==> src/rtl/demux_pkg.sv <==
// demux_pkg: constants shared by the buffered 1:2 word demux.
//   DATA_W     - default data word width
//   FIFO_DEPTH - default entries per output FIFO (power of two, >= 2)
//   SEL_CH0/1  - in_select encoding for the two destination channels
package demux_pkg;

    localparam int   DATA_W     = 32;
    localparam int   FIFO_DEPTH = 2;

    localparam logic SEL_CH0    = 1'b0;
    localparam logic SEL_CH1    = 1'b1;

endpackage

==> src/rtl/demux_chan_fifo.sv <==
// demux_chan_fifo: single-channel FIFO behind one demux output.
//   clk, rst_n - clock, asynchronous active-low reset
//   i_push     - write i_data (ignored while full)
//   i_data     - word to write
//   o_full     - occupancy == DEPTH
//   o_valid    - head valid (occupancy != 0)
//   i_ready    - consumer takes head (ignored while empty)
//   o_data     - head word, read combinationally from registered state
// No bypass: a word written at an edge is visible at o_data after that edge.
module demux_chan_fifo #(
    parameter int WIDTH = 32,
    parameter int DEPTH = 2
) (
    input  logic             clk,
    input  logic             rst_n,
    input  logic             i_push,
    input  logic [WIDTH-1:0] i_data,
    output logic             o_full,
    output logic             o_valid,
    input  logic             i_ready,
    output logic [WIDTH-1:0] o_data
);

    localparam int PTR_W = $clog2(DEPTH);
    localparam logic [PTR_W:0] FULL_CNT = (PTR_W+1)'(DEPTH);

    logic [DEPTH-1:0][WIDTH-1:0] r_mem;
    logic [PTR_W-1:0]            r_wr_ptr;
    logic [PTR_W-1:0]            r_rd_ptr;
    logic [PTR_W:0]              r_count;

    logic w_full;
    logic w_empty;
    logic w_push;
    logic w_pop;

    assign w_full  = (r_count == FULL_CNT);
    assign w_empty = (r_count == '0);
    // Full refuses a push even when a pop happens the same cycle.
    assign w_push  = i_push & ~w_full;
    assign w_pop   = i_ready & ~w_empty;

    assign o_full  = w_full;
    assign o_valid = ~w_empty;
    assign o_data  = r_mem[r_rd_ptr];

    // Storage is reset too so the head reads 0 right after reset.
    always_ff @(posedge clk or negedge rst_n) begin
        if (!rst_n) begin
            r_mem    <= '0;
            r_wr_ptr <= '0;
            r_rd_ptr <= '0;
            r_count  <= '0;
        end else begin
            if (w_push) begin
                r_mem[r_wr_ptr] <= i_data;
                r_wr_ptr        <= r_wr_ptr + PTR_W'(1);
            end
            if (w_pop) begin
                r_rd_ptr <= r_rd_ptr + PTR_W'(1);
            end
            case ({w_push, w_pop})
                2'b10:   r_count <= r_count + (PTR_W+1)'(1);
                2'b01:   r_count <= r_count - (PTR_W+1)'(1);
                default: r_count <= r_count;
            endcase
        end
    end

endmodule

==> src/rtl/demux_32_bit_1_2_buffered.sv <==
// demux_32_bit_1_2_buffered: routes one valid/ready word stream to one of two
// buffered output channels chosen per word by in_select.
//   clk, rst_n                      - clock, asynchronous active-low reset
//   in_valid/in_ready/in_data       - producer handshake and word
//   in_select                       - 0 -> channel 0, 1 -> channel 1
//   out0_valid/out0_ready/out0_data - channel 0 consumer handshake
//   out1_valid/out1_ready/out1_data - channel 1 consumer handshake
//   cnt0, cnt1                      - words delivered per channel
// Optional feature macro: DEMUX_CNT_EN builds the delivery counters and the
// cnt0/cnt1 ports; without it they are absent.
module demux_32_bit_1_2_buffered
    import demux_pkg::*;
#(
    parameter int WIDTH = DATA_W,
    parameter int DEPTH = FIFO_DEPTH
`ifdef DEMUX_CNT_EN
    ,
    parameter int CNT_W = 16
`endif
) (
    input  logic             clk,
    input  logic             rst_n,
    input  logic             in_valid,
    output logic             in_ready,
    input  logic [WIDTH-1:0] in_data,
    input  logic             in_select,
    output logic             out0_valid,
    input  logic             out0_ready,
    output logic [WIDTH-1:0] out0_data,
    output logic             out1_valid,
    input  logic             out1_ready,
    output logic [WIDTH-1:0] out1_data
`ifdef DEMUX_CNT_EN
    ,
    output logic [CNT_W-1:0] cnt0,
    output logic [CNT_W-1:0] cnt1
`endif
);

    logic w_full0;
    logic w_full1;
    logic w_push0;
    logic w_push1;
    logic w_accept;

    // Depends on in_select only, never on the consumer readies.
    assign in_ready = (in_select == SEL_CH1) ? ~w_full1 : ~w_full0;
    assign w_accept = in_valid & in_ready;
    assign w_push0  = w_accept & (in_select == SEL_CH0);
    assign w_push1  = w_accept & (in_select == SEL_CH1);

    demux_chan_fifo #(.WIDTH(WIDTH), .DEPTH(DEPTH)) u_fifo0 (
        .clk     (clk),
        .rst_n   (rst_n),
        .i_push  (w_push0),
        .i_data  (in_data),
        .o_full  (w_full0),
        .o_valid (out0_valid),
        .i_ready (out0_ready),
        .o_data  (out0_data)
    );

    demux_chan_fifo #(.WIDTH(WIDTH), .DEPTH(DEPTH)) u_fifo1 (
        .clk     (clk),
        .rst_n   (rst_n),
        .i_push  (w_push1),
        .i_data  (in_data),
        .o_full  (w_full1),
        .o_valid (out1_valid),
        .i_ready (out1_ready),
        .o_data  (out1_data)
    );

`ifdef DEMUX_CNT_EN
    logic [CNT_W-1:0] r_cnt0;
    logic [CNT_W-1:0] r_cnt1;

    // Counts completed pops; wraps naturally at 2^CNT_W.
    always_ff @(posedge clk or negedge rst_n) begin
        if (!rst_n) begin
            r_cnt0 <= '0;
            r_cnt1 <= '0;
        end else begin
            if (out0_valid && out0_ready) r_cnt0 <= r_cnt0 + CNT_W'(1);
            if (out1_valid && out1_ready) r_cnt1 <= r_cnt1 + CNT_W'(1);
        end
    end

    assign cnt0 = r_cnt0;
    assign cnt1 = r_cnt1;
`endif

endmodule

==> config.mk <==
export PLATFORM = sky130hd
export DESIGN_NAME = demux_32_bit_1_2_buffered
export DESIGN_NICKNAME = d
export VERILOG_FILES = /design/src/rtl/demux_pkg.sv /design/src/rtl/demux_chan_fifo.sv /design/src/rtl/demux_32_bit_1_2_buffered.sv
export SDC_FILE = /design/constraint.sdc
export NUM_CORES = 1
export LEC_CHECK = 0
export CORE_MARGIN = 10
export CORE_UTILIZATION = 30
export CTS_CLUSTER_DIAMETER = 120
export DETAILED_ROUTE_END_ITERATION = 8
export PLACE_DENSITY_LB_ADDON = 0.25
export SETUP_SLACK_MARGIN = 0.05
export SYNTH_ARGS = -nofsm -noshare
export SYNTH_HDL_FRONTEND = slang
export SYNTH_SLANG_ARGS = --single-unit
==> constraint.sdc <==
create_clock -name clk -period 4.8 [get_ports clk]
set_clock_uncertainty 0.15 [all_clocks]
set_input_delay 0.72 -clock clk [delete_from_list [all_inputs] [get_ports clk]]
set_output_delay 0.72 -clock clk [all_outputs]
set_load 0.02 [all_outputs]
# --- Word level (Yosys, flattened, before mapping) ---
# Index checks and enable logic that the tools add are counted.
word_totals:
  reg_bits: 136
  inputBits: 38
  word_cells: 61
classes:
  add_sub_neg: 8
  n_lt_le_gt_ge: 6
  eq_ne: 6
  muxes: 13
  bitwise_logic: 12
  reduce_logical: 6
op_table:
  columns: ["op", "count"]
  rows:
  - ["2-to-1 mux 32 bit", 6]
  - ["bitwise mux 64 bit", 2]
  - ["demux 32 bit (select 1 bit)", 2]
  - ["== test 2 bit, second input constant", 4]
  - ["less-than comparator 1 x 2 -> 1 bit, second input constant", 4]
  - ["case mux 2 bit (2 select lines)", 2]
  - ["AND 1 bit", 7]
  - ["inverter 1 bit", 5]
  - ["adder 1 bit, second input constant", 4]
  - ["adder 2 x 1 -> 2 bit, second input constant", 2]
  - ["== test 2 x 1 -> 1 bit, second input constant", 2]
  - ["zero test 2 bit", 2]
  - ["nonzero test 2 bit", 2]
  - ["subtractor 2 x 1 -> 2 bit, second input constant", 2]
  - ["greater-or-equal comparator 1 bit, second input constant", 2]
  - ["logical AND 1 bit", 2]
  - ["2-to-1 mux 1 bit", 1]

# --- Longest topological paths before layout ---
# Gate-level depths: netlist of the first run.
logic_depth:
  depth_word: 8
  ltp_mapped: 6
  mapped_depth_nobuf: 6

# --- Hierarchy ---
# Synthesis of the first run repeated with hierarchy kept, for this count alone.
unflattened:
  hier_cells: 381
  area_unflattened_um2: 6164.7
by_module_without_submodules:
  columns: ["mod", "n_inst", "cells_per_inst", "area_each_um2", "seq_area_each_um2"]
  rows:
  - ["demux_chan_fifo", 2, 189, 3069.2, 1701.6]
  - ["demux_32_bit_1_2_buffered", 1, 3, 26.3, 0.0]

# --- Worst setup path before layout of the first run ---
# Ideal clock, no wire load.
synth_timing:
  path_kind: "reg2out"
  start: "register u_fifo0.r_rd_ptr"
  end: "output port out0_data[10]"
  arrival_ns: 1.134
  setup_slack_ns: 2.796
  stages_incl_launch_ff: 4
  n_path_buf: 2
  path_cell_list: "dfrtp_1 clkbuf_1 buf_2 mux2_2"
synth_via:
  elab_chain_len: 2
synth_rtl:
  columns: ["item", "line", "text"]
  rows:
  - ["start, declared", "demux_chan_fifo.sv:29", "logic [PTR_W-1:0] r_rd_ptr;"]
  - ["start signal, assigned", "demux_chan_fifo.sv:60", "r_rd_ptr <= r_rd_ptr + PTR_W'(1);"]
  - ["2-to-1 mux 32 bit (implied by the code) (2 in a row)", "demux_chan_fifo.sv:45", "assign o_data = r_mem[r_rd_ptr];"]
  - ["end, declared", "demux_32_bit_1_2_buffered.sv:29", "output logic [WIDTH-1:0] out0_data,"]
# No other way between the ends. The select of a mux whose other input is x is not followed.

# --- Worst setup path after layout of the first run ---
layout_timing:
  start: "register u_fifo1.r_rd_ptr"
  end: "output port out1_data[29]"
layout_via:
  elab_chain_len: 2
layout_rtl:
  columns: ["item", "line", "text"]
  rows:
  - ["start, declared", "demux_chan_fifo.sv:29", null]
  - ["start signal, assigned", "demux_chan_fifo.sv:60", null]
  - ["2-to-1 mux 32 bit (implied by the code) (2 in a row)", "demux_chan_fifo.sv:45", null]
  - ["end, declared", "demux_32_bit_1_2_buffered.sv:32", "output logic [WIDTH-1:0] out1_data"]
# No other way between the ends. The select of a mux whose other input is x is not followed.

==> summary.txt, run 1 <==
Run status
  • Run status: finished, final reports clean

Power and ir drop
  • P_int: 4.191 mW
  • Net Sw Frac: 0.3297
  • Combinational fraction of design power: 0.455
  • Reg power frac: 0.343
  • Cell Pwr Density: 801.2 nW/µm²
  • Leak pwr: 3.201 nW
  • Switch Pwr: 2.062 mW
  • VDD IR-drop max: 0.4105 mV
  • Clock Power Share: 0.202

Global routing
  • First-pass GRT wire length: 21160 µm
  • Largest net degree at the start of global routing: 101
  • All-Layer GR Usage: 0.1025
  • Total gr overflow: 0
  • Antenna violations before repair: 0
  • Vias in the first global route: 3819

Clock tree
  • Resize count post-CTS: 0
  • H-Tree Depth: 4
  • # clock sinks: 136
  • Later-pin clock latency in the skew report: 0.41 ns
  • CTS tree: done
  • Clock transition at path regs: 0.06 ns
  • Clock buffer depth: 2
  • CTS Hold Bufs: 0
  • Clock root cell: clkbuf_16
  • Post-CTS Setup Repair Bufs: 0
  • CTS Buf Count: 17

Logic synthesis
  • Top_reg_cell synth: dfrtp_1
  • Cells after synthesis: 379
  • Share of flip-flops with an asynchronous set or reset: 1.000
  • Leading post-synthesis cells by cell area: dfrtp_1, mux2_2, buf_6
  • Post-Syn Area: 5966 µm²
  • Sequential area share after synthesis: 0.5705
  • Flops & latches, synth: ~140
  • Yosys top cell by area: dfrtp_1
  • Syn_nets: 419
  • Post-synth EDFFs: 0
  • Synth top area share: 0.5705
  • Synth top cells by count: mux2_2, dfrtp_1, buf_2
  • Synth unique cells: 25
  • Most numerous cell in the Yosys netlist: mux2_2
  • Warning count from the yosys run: 0
  • Syn Area/Cell: 15.74 µm²

Detailed routing
  • ANT nets after route: 0
  • Detailed Route WL: between 10000 and 15000 µm
  • Via count: approximately 3400
  • Routed vias/inst: 4.467
  • DRT iter0 DRCs: 91
  • Wire per inst: 16.88 µm
  • First-pass DRT Iterations: 4
  • DRC violations left: 0

Timing
  • Fin. Hold Viols: 0
  • Crit path time final: 3.220 ns
  • Final cycle utilization of the critical path: 0.6709
  • Setup Viol. Count Final: 0
  • Rel. slew slack: 0.3525
  • Unrepaired setup endpoints after global routing: no
  • Max Fclk: 0.3106 GHz
  • Slew @ Worst Pin: 0.9713 ns
  • Setup TNS: 0 ns
  • Final slew viol count: 0

Floorplanning
  • FP Rows: 51
  • Core footprint: 19530 µm²
  • Die Y: between 150 and 200 µm
  • Io pins: 105
  • Die area: about 26000 µm²
  • Die width: ~160 µm
  • Initial Utilization: 0.3055

Placed design
  • Placer Congestion: 0.6989
  • Detailed-placement wirelength estimate: 8503 µm
  • Dpl cells: 731
  • Port Buf Inserts: ~100

Critical path
  • Crit path kind: reg2out
  • Crit path capture type: output pin
  • Worst-path maximum fanout: 33
  • Critical path data required time: 3.93 ns
  • Crit start category: register
  • Critical Path AT: 2.35 ns

Final layout
  • # diodes: 0
  • Layout Nets: 525
  • Non-Filler Instances: 763
  • Final Core Density: 0.3997
  • Layout cells sized above 1: 0.4618
  • Area growth, synth to finish: 30.83%

Worst hold path
  • Min-Delay Path Class: in2async

Job
  • Max-cap check violation count: 0
## registers in the layout (all words and copies together) (netlist names)
| name | flops |
|---|---|
| u_fifo0.r_count | 2 |
| u_fifo0.r_wr_ptr | 1 |
| u_fifo1.r_mem | 64 |
| u_fifo1.r_count | 2 |
| u_fifo0.r_mem | 64 |
| u_fifo1.r_wr_ptr | 1 |
| u_fifo0.r_rd_ptr | 1 |
| u_fifo1.r_rd_ptr | 1 |
## path summary, 6_finish.rpt
check / startpoint / endpoint / slack [ns] / cells past startpoint
max: u_fifo1.r_rd_ptr / out1_data[29] / 1.58 / 2
max reg2reg: u_fifo0.r_count[0] / u_fifo0.r_mem[1] / 2.59 / 3
min: rst_n / u_fifo0.r_count[0] / 0.25 / 1
max in group asynchronous: rst_n / u_fifo1.r_mem[48] / 3.17 / 2
min in group clk: u_fifo1.r_mem[38] / u_fifo1.r_mem[38] / 0.34 / 1
min reg2reg: u_fifo1.r_mem[38] / u_fifo1.r_mem[38] / 0.34 / 1
## critical path, stage by stage, from the launching register on
cell             delay, ns
dfrtp_2               0.93
mux2_2                0.45
clkdlybuf4s50_1       0.55
## cell usage in the layout, fill, tap and decap left out
cell             count
dfrtp_1            134
clkbuf_8             3
nand3_1              1
mux2_4               1
nand2_1              1
nand2b_1             1
buf_4                4
clkinv_2             4
nand2b_4             1
dfrtp_2              2
clkbuf_1             4
nand4b_2             1
bufinv_16            2
nor2_1               3
xor2_1               4
nor3_4               1
clkbuf_16           17
ha_1                 2
clkinvlp_4           2
clkdlybuf4s50_1    103
and4bb_2             1
or2_2                2
nand3b_1             1
xnor2_1              6
mux2_2             187
buf_6                1
and2_1               2
a21oi_1              1
nand4_2              1
nor2b_1              1
mux2_1               4
## power by group through the flow
stage                     Sequential (mW)  Combinational (mW)  Clock [mW]
after detailed placement             2.17                2.90           0
after CTS                            2.15                2.92        1.31
after global routing                 2.23                3.04        1.36
after floorplan                      1.94                1.92           0
after global placement               2.13                2.87           0
final                                2.14                2.84        1.27
## kinds of logic (layout without fill, tap and decap cells)
group | Yosys count | count (layout) | synth area share
muxes | 192 | 192 | 0.3630
DFF | 136 | 136 | 0.5705
adders and majority gates | 2 | 2 | 0.004194
buffers and inverters | 21 | 140 | 0.02517
AOI/OAI and AO/OA | 1 | 1 | 0.0008381
xor gates and xnor gates | 10 | 10 | 0.01468
and+or+nand+nor | 17 | 17 | 0.02160
## metrics by stage
step / total power, mW / area, µm² / hold slack (ns) / setup slack (ns)
final: 6.253 / 7805 / 0.2475 / 1.580
after global routing: 6.632 / 7805 / 0.3339 / 1.475
after CTS: 6.380 / 7805 / 0.3026 / 1.501
after detailed placement: 5.069 / 7228 / 0.3261 / 1.767
after global placement: 5.004 / 7228 / 0.3163 / 1.797
after floorplan: 3.864 / 5966 / 0.2744 / 2.796
## layout make-up
type                    instances  area [µm²]
multi-input cells             222        2419
fillers                      1858       11720
flip-flops and latches        136        3406
clock buffers                  24       481.7
clock inverters                 8       95.09
repair buffers                108        1072
well taps                     265       331.6
## layer usage
layer,vias up,share of wire,track usage
met1,1757,0.46,0.1261
met4,0,0.014,0.04094
met5,-,0,0
met3,12,0.048,0.03508
li1,1569,-,-
met2,70,0.48,0.1617
No activity file was read; power rests on OpenSTA's default activity.
==> inputs of run 2 (changes only) <==
==> constraint.sdc (replaced) <==
create_clock -name clk -period 3.2 [get_ports clk]
set_clock_uncertainty 0.15 [all_clocks]
set_input_delay 0.48 -clock clk [delete_from_list [all_inputs] [get_ports clk]]
set_output_delay 0.48 -clock clk [all_outputs]
set_load 0.02 [all_outputs]
==> summary.txt, run 2 (synthesized netlist as in run 1, its figures left out) <==
Placed design
  • Placed inst area: 7303 µm² (was 7228 µm²)
  • Dpl cells: 736 (was 731)
  • Pre-CTS WS: 0.6676 ns (was 1.767 ns)
  • Port Buf Inserts: 104 (unchanged)
  • Placer Congestion: 0.7308 (was 0.6989)
  • Detailed-placement wirelength estimate: 9143 µm (was 8503 µm)

Timing
  • Crit path time final: ~2.9 ns
  • Slew @ Worst Pin: 0.5283 ns (was 0.9713 ns)
  • Unrepaired setup endpoints after global routing: no (unchanged)
  • Setup TNS: 0 ns (unchanged)
  • Setup Viol. Count Final: 0 (unchanged)
  • PnR worst setup slack: 0.3178 ns (was 1.580 ns)
  • Max Fclk: approximately 0.35 GHz
  • Fin. Hold Viols: 0 (unchanged)
  • Final slew viol count: 0 (unchanged)
  • Final cycle utilization of the critical path: 0.9007
  • Rel. slew slack: 0.6478 (was 0.3525)

Critical path
  • Worst Reg-to-Reg Cells: 4 (was 3)
  • Worst-path maximum fanout: 18 (was 33)
  • Worst Setup EP: out1_data[1] (was out1_data[29])
  • Crit path kind: reg2out (unchanged)
  • FF-to-FF End: u_fifo0.r_mem[23] (was u_fifo0.r_mem[1])
  • Crit path capture type: output pin (unchanged)
  • Worst reg-to-reg setup slack: 1.28 ns (was 2.59 ns)
  • Critical path data required time: 2.57 ns (was 3.93 ns)
  • Setup crit start: u_fifo1.r_rd_ptr (unchanged)
  • Crit start category: register (unchanged)
  • Reg2reg start: u_fifo0.r_count[0] (unchanged)
  • Critical Path AT: 2.25 ns (was 2.35 ns)

Power and ir drop
  • Leak pwr: 3.257 nW (was 3.201 nW)
  • Cell Pwr Density: 1213 nW/µm² (was 801.2 nW/µm²)
  • VDD IR-drop max: 0.5006 mV (was 0.4105 mV)

Global routing
  • Total gr overflow: 0 (unchanged)
  • Largest net degree at the start of global routing: 66 (was 101)
  • All-Layer GR Usage: 0.1095 (was 0.1025)
  • Antenna violations before repair: 0 (unchanged)
  • First-pass GRT wire length: 22380 µm (was 21160 µm)
  • Vias in the first global route: 4011 (was 3819)

Floorplanning
  • Initial Utilization: 0.3055 (unchanged)
  • Die area: 25930 µm² (unchanged)
  • Die Y: 161.0 µm (unchanged)
  • Die width: 161.0 µm (unchanged)
  • FP Rows: 51 (unchanged)
  • Io pins: 105 (unchanged)
  • Core footprint: 19530 µm² (unchanged)

Clock tree
  • Resize count post-CTS: 0 (unchanged)
  • CTS Hold Bufs: 1 (was 0)
  • H-Tree Depth: 4 (unchanged)
  • # clock sinks: 136 (unchanged)
  • Clock buffer depth: 2 (unchanged)
  • Post-CTS Setup Repair Bufs: 0 (unchanged)
  • CTS tree: done (unchanged)
  • CTS Buf Count: 17 (unchanged)
  • Clock transition at path regs: 0.06 ns (about the same)
  • Clock root cell: clkbuf_16 (unchanged)
  • Later-pin clock latency in the skew report: 0.41 ns (about the same)

Run status
  • Run status: finished, final reports clean (unchanged)

Final layout
  • FILL cells: 1832 (was 1858)
  • Non-Filler Instances: 769 (was 763)
  • Biggest regs: u_fifo0.r_mem (64), u_fifo1.r_mem (64) (unchanged)
  • # diodes: 0 (unchanged)
  • Layout Nets: 531 (was 525)
  • Commonest non-fill, non-tap cell in the layout: mux2_2 (unchanged)
  • Final std cell area, no fill: 7924 µm² (was 7805 µm²)
  • Layout cells sized above 1: 0.4742 (was 0.4618)
  • Most frequent cells in the layout: mux2_2, dfrtp_1, clkdlybuf4s50_1 (unchanged)
  • Area growth, synth to finish: 32.82% (was 30.83%)

Detailed routing
  • Wire per inst: 17.80 µm (was 16.88 µm)
  • DRT iter0 DRCs: 109 (was 91)
  • First-pass DRT Iterations: 4 (unchanged)
  • Routed vias/inst: 4.515 (was 4.467)
  • DRC violations left: 0 (unchanged)
  • Detailed Route WL: 13690 µm (was 12880 µm)
  • ANT nets after route: 0 (unchanged)
  • Via count: 3472 (was 3408)

Worst hold path
  • Min-Delay Path Class: reg2reg (was in2async)

Job
  • Max-cap check violation count: 0 (unchanged)
-- run 2: routing by layer --
metal,wire length [µm],up-vias,GRT usage
met1,6123,1807,0.1290
met3,644,13,0.03635
met2,6735,72,0.1823
met5,0,-,0
li1,-,1580,-
met4,187,0,0.03970
-- run 2: final cells by class --
class                   count  area (µm²)  share of cell area
repair buffers            114        1157              0.1461
multi-input cells         222        2419              0.3052
flip-flops and latches    136        3406              0.4298
clock buffers              18       439.2             0.05542
well taps                 265       331.6             0.04184
clock inverters            14       171.4             0.02163
-- run 2: how the worst min path moves through the flow --
| stage | from | endpoint | cells past startpoint |
|---|---|---|---|
| global placement | rst_n | u_fifo0.r_mem[39] | 1 |
| detailed placement | u_fifo1.r_mem[7] | u_fifo1.r_mem[7] | 1 |
| floorplan | rst_n | u_fifo0.r_count[0] | 0 |
| global route | u_fifo1.r_mem[7] | u_fifo1.r_mem[7] | 1 |
| finish | u_fifo1.r_mem[7] | u_fifo1.r_mem[7] | 1 |
| CTS | u_fifo1.r_mem[7] | u_fifo1.r_mem[7] | 1 |
-- run 2: power by group --
group | switching, mW | internal [mW]
sequential | 0.531 | 2.60
combinational | 1.92 | 2.53
clock | 0.767 | 1.25
-- run 2: worst max-delay path, cell delays in order (launching register included) --
cell	delay (ns)
dfrtp_2	0.68
buf_12	0.24
mux2_2	0.36
clkdlybuf4s50_1	0.56
-- run 2: through the flow --
step | utilization | power (mW) | hold WS (ns)
2_1_floorplan | - | 5.796 | 0.03441
3_3_place_gp | 0.3740 | 7.588 | 0.3163
3_5_place_dp | 0.3740 | 7.721 | 0.3250
4_1_cts | 0.4058 | 9.801 | 0.3429
5_1_grt | 0.4058 | 10.20 | 0.3626
6_report | 0.4058 | 9.609 | 0.3425
==> edit (flow settings as in run 2) <==
Add a define of `DEMUX_CNT_EN`.
--- a/src/rtl/demux_32_bit_1_2_buffered.sv
+++ b/src/rtl/demux_32_bit_1_2_buffered.sv
@@ -9,4 +9,6 @@
 // Optional feature macro: DEMUX_CNT_EN builds the delivery counters and the
 // cnt0/cnt1 ports; without it they are absent.
+`define DEMUX_CNT_EN
+
 module demux_32_bit_1_2_buffered
     import demux_pkg::*;
Function (old outputs only; new: cnt0 and cnt1): kept (Yosys induction, for registers that start in step).
==> edit against run 2 <==
Hold slack lost 16 ps; sequential share of layout area grew 0.39 points; setup slack lost 12 ps; final area grew 22%; total power grew 11%; sequential cell count grew 32; area after synthesis grew 23%; wire length grew 27%.
==> edit: results (changes against run 2) <==
stage,metric,value,unit,change
grt,routing usage on met3,4.165,%,+0.53 points
setup_path,CP max stage delay,710,ps,+30 ps
timing,hold slack,326.8,ps,-15.73 ps
logic_synthesis,"top cells by area, synth","dfrtp_1 57%, mux2_2 20%, mux2_1 9.4%, xnor2_1 3.7%, buf_6 1.4%",,
cells_and_area,Final Net Count,676,,+27%
place,RePlAce Congestion,0.7534,,+3.1%
grt,vias in the first global route,4873,,+21%
timing,Slew headroom,45.71,%,-19 points
setup_path,worst setup path end,out0_data[20],,
logic_synthesis,Post-Synthesis Net Count,532,,+27%
drt,WL met3,1138,um,+77%
grt,met1 usage,14.37,%,+1.5 points
pwr,worst-case vdd ir drop,471.7,uV,-5.8%
cells_and_area,filler cell count,2235,,+22%
grt,global-route wire length before repair,28060,um,+25%
logic_synthesis,Compound-Gate Fraction of Synth Area,0.2902,%,+0.21 points
grt,GR Util met2,18.39,%,+0.15 points
place,Placed Instances,938,,+27%
logic_synthesis,post-synth cell types,29,,+16%
setup_path,worst r2r path cells,3,,-1
cells_and_area,Non-Filler Instances,971,,+26%
grt,largest net degree at the start of global routing,76,,+15%
logic_synthesis,Adder-Cell Fraction of Synth Area,0.6828,%,+0.26 points
pwr,leakage,4.035,nW,+24%
drt,DR vias/cell,4.482,,-0.73%
drt,metal2 WL,8271,um,+23%
setup_path,worst-path fanout max,17,,-1
setup_path,reg2reg setup slack,980,ps,-300 ps
logic_synthesis,sequential element share of the synthesized area,57.36,%,+0.31 points
cells_and_area,layout cells sized above 1,28.44,%,-19 points
place,dpl cell area,0.009079,mm2,+24%
place,port bufs,136,,+31%
outcome,outcome,completed,,
drt,DRT met1 WL,7860,um,+28%
edit: changes by cell type in the layout (fill, tap and decap cells not counted), sizes merged, moves of 6 or more:
cell | before | now
clkdlybuf4s50 | 103 | 135
dfrtp | 136 | 168
xnor2 | 6 | 31
nand2 | 1 | 14
nand3 | 1 | 11
and3 | 0 | 7
nand4 | 1 | 7
edit: layout make-up:
| cell class | count | area (um2) | share of cell area, % |
|---|---|---|---|
| sequential | 168 | 4207 | 43.37 |
| multi-input combinational | 299 | 2967 | 30.59 |
| timing repair buffer | 146 | 1503 | 15.49 |
| clock buffer | 20 | 446.7 | 4.605 |
| tap | 324 | 405.4 | 4.180 |
| clock inverter | 12 | 163.9 | 1.690 |
| inverter | 2 | 7.507 | 0.07740 |
edit: where the power goes:
part           internal, W  total [W]  switching [W]
sequential         0.00308    0.00369       0.000609
clock              0.00126    0.00214       0.000876
combinational      0.00264    0.00485        0.00221
total              0.00699     0.0107        0.00370
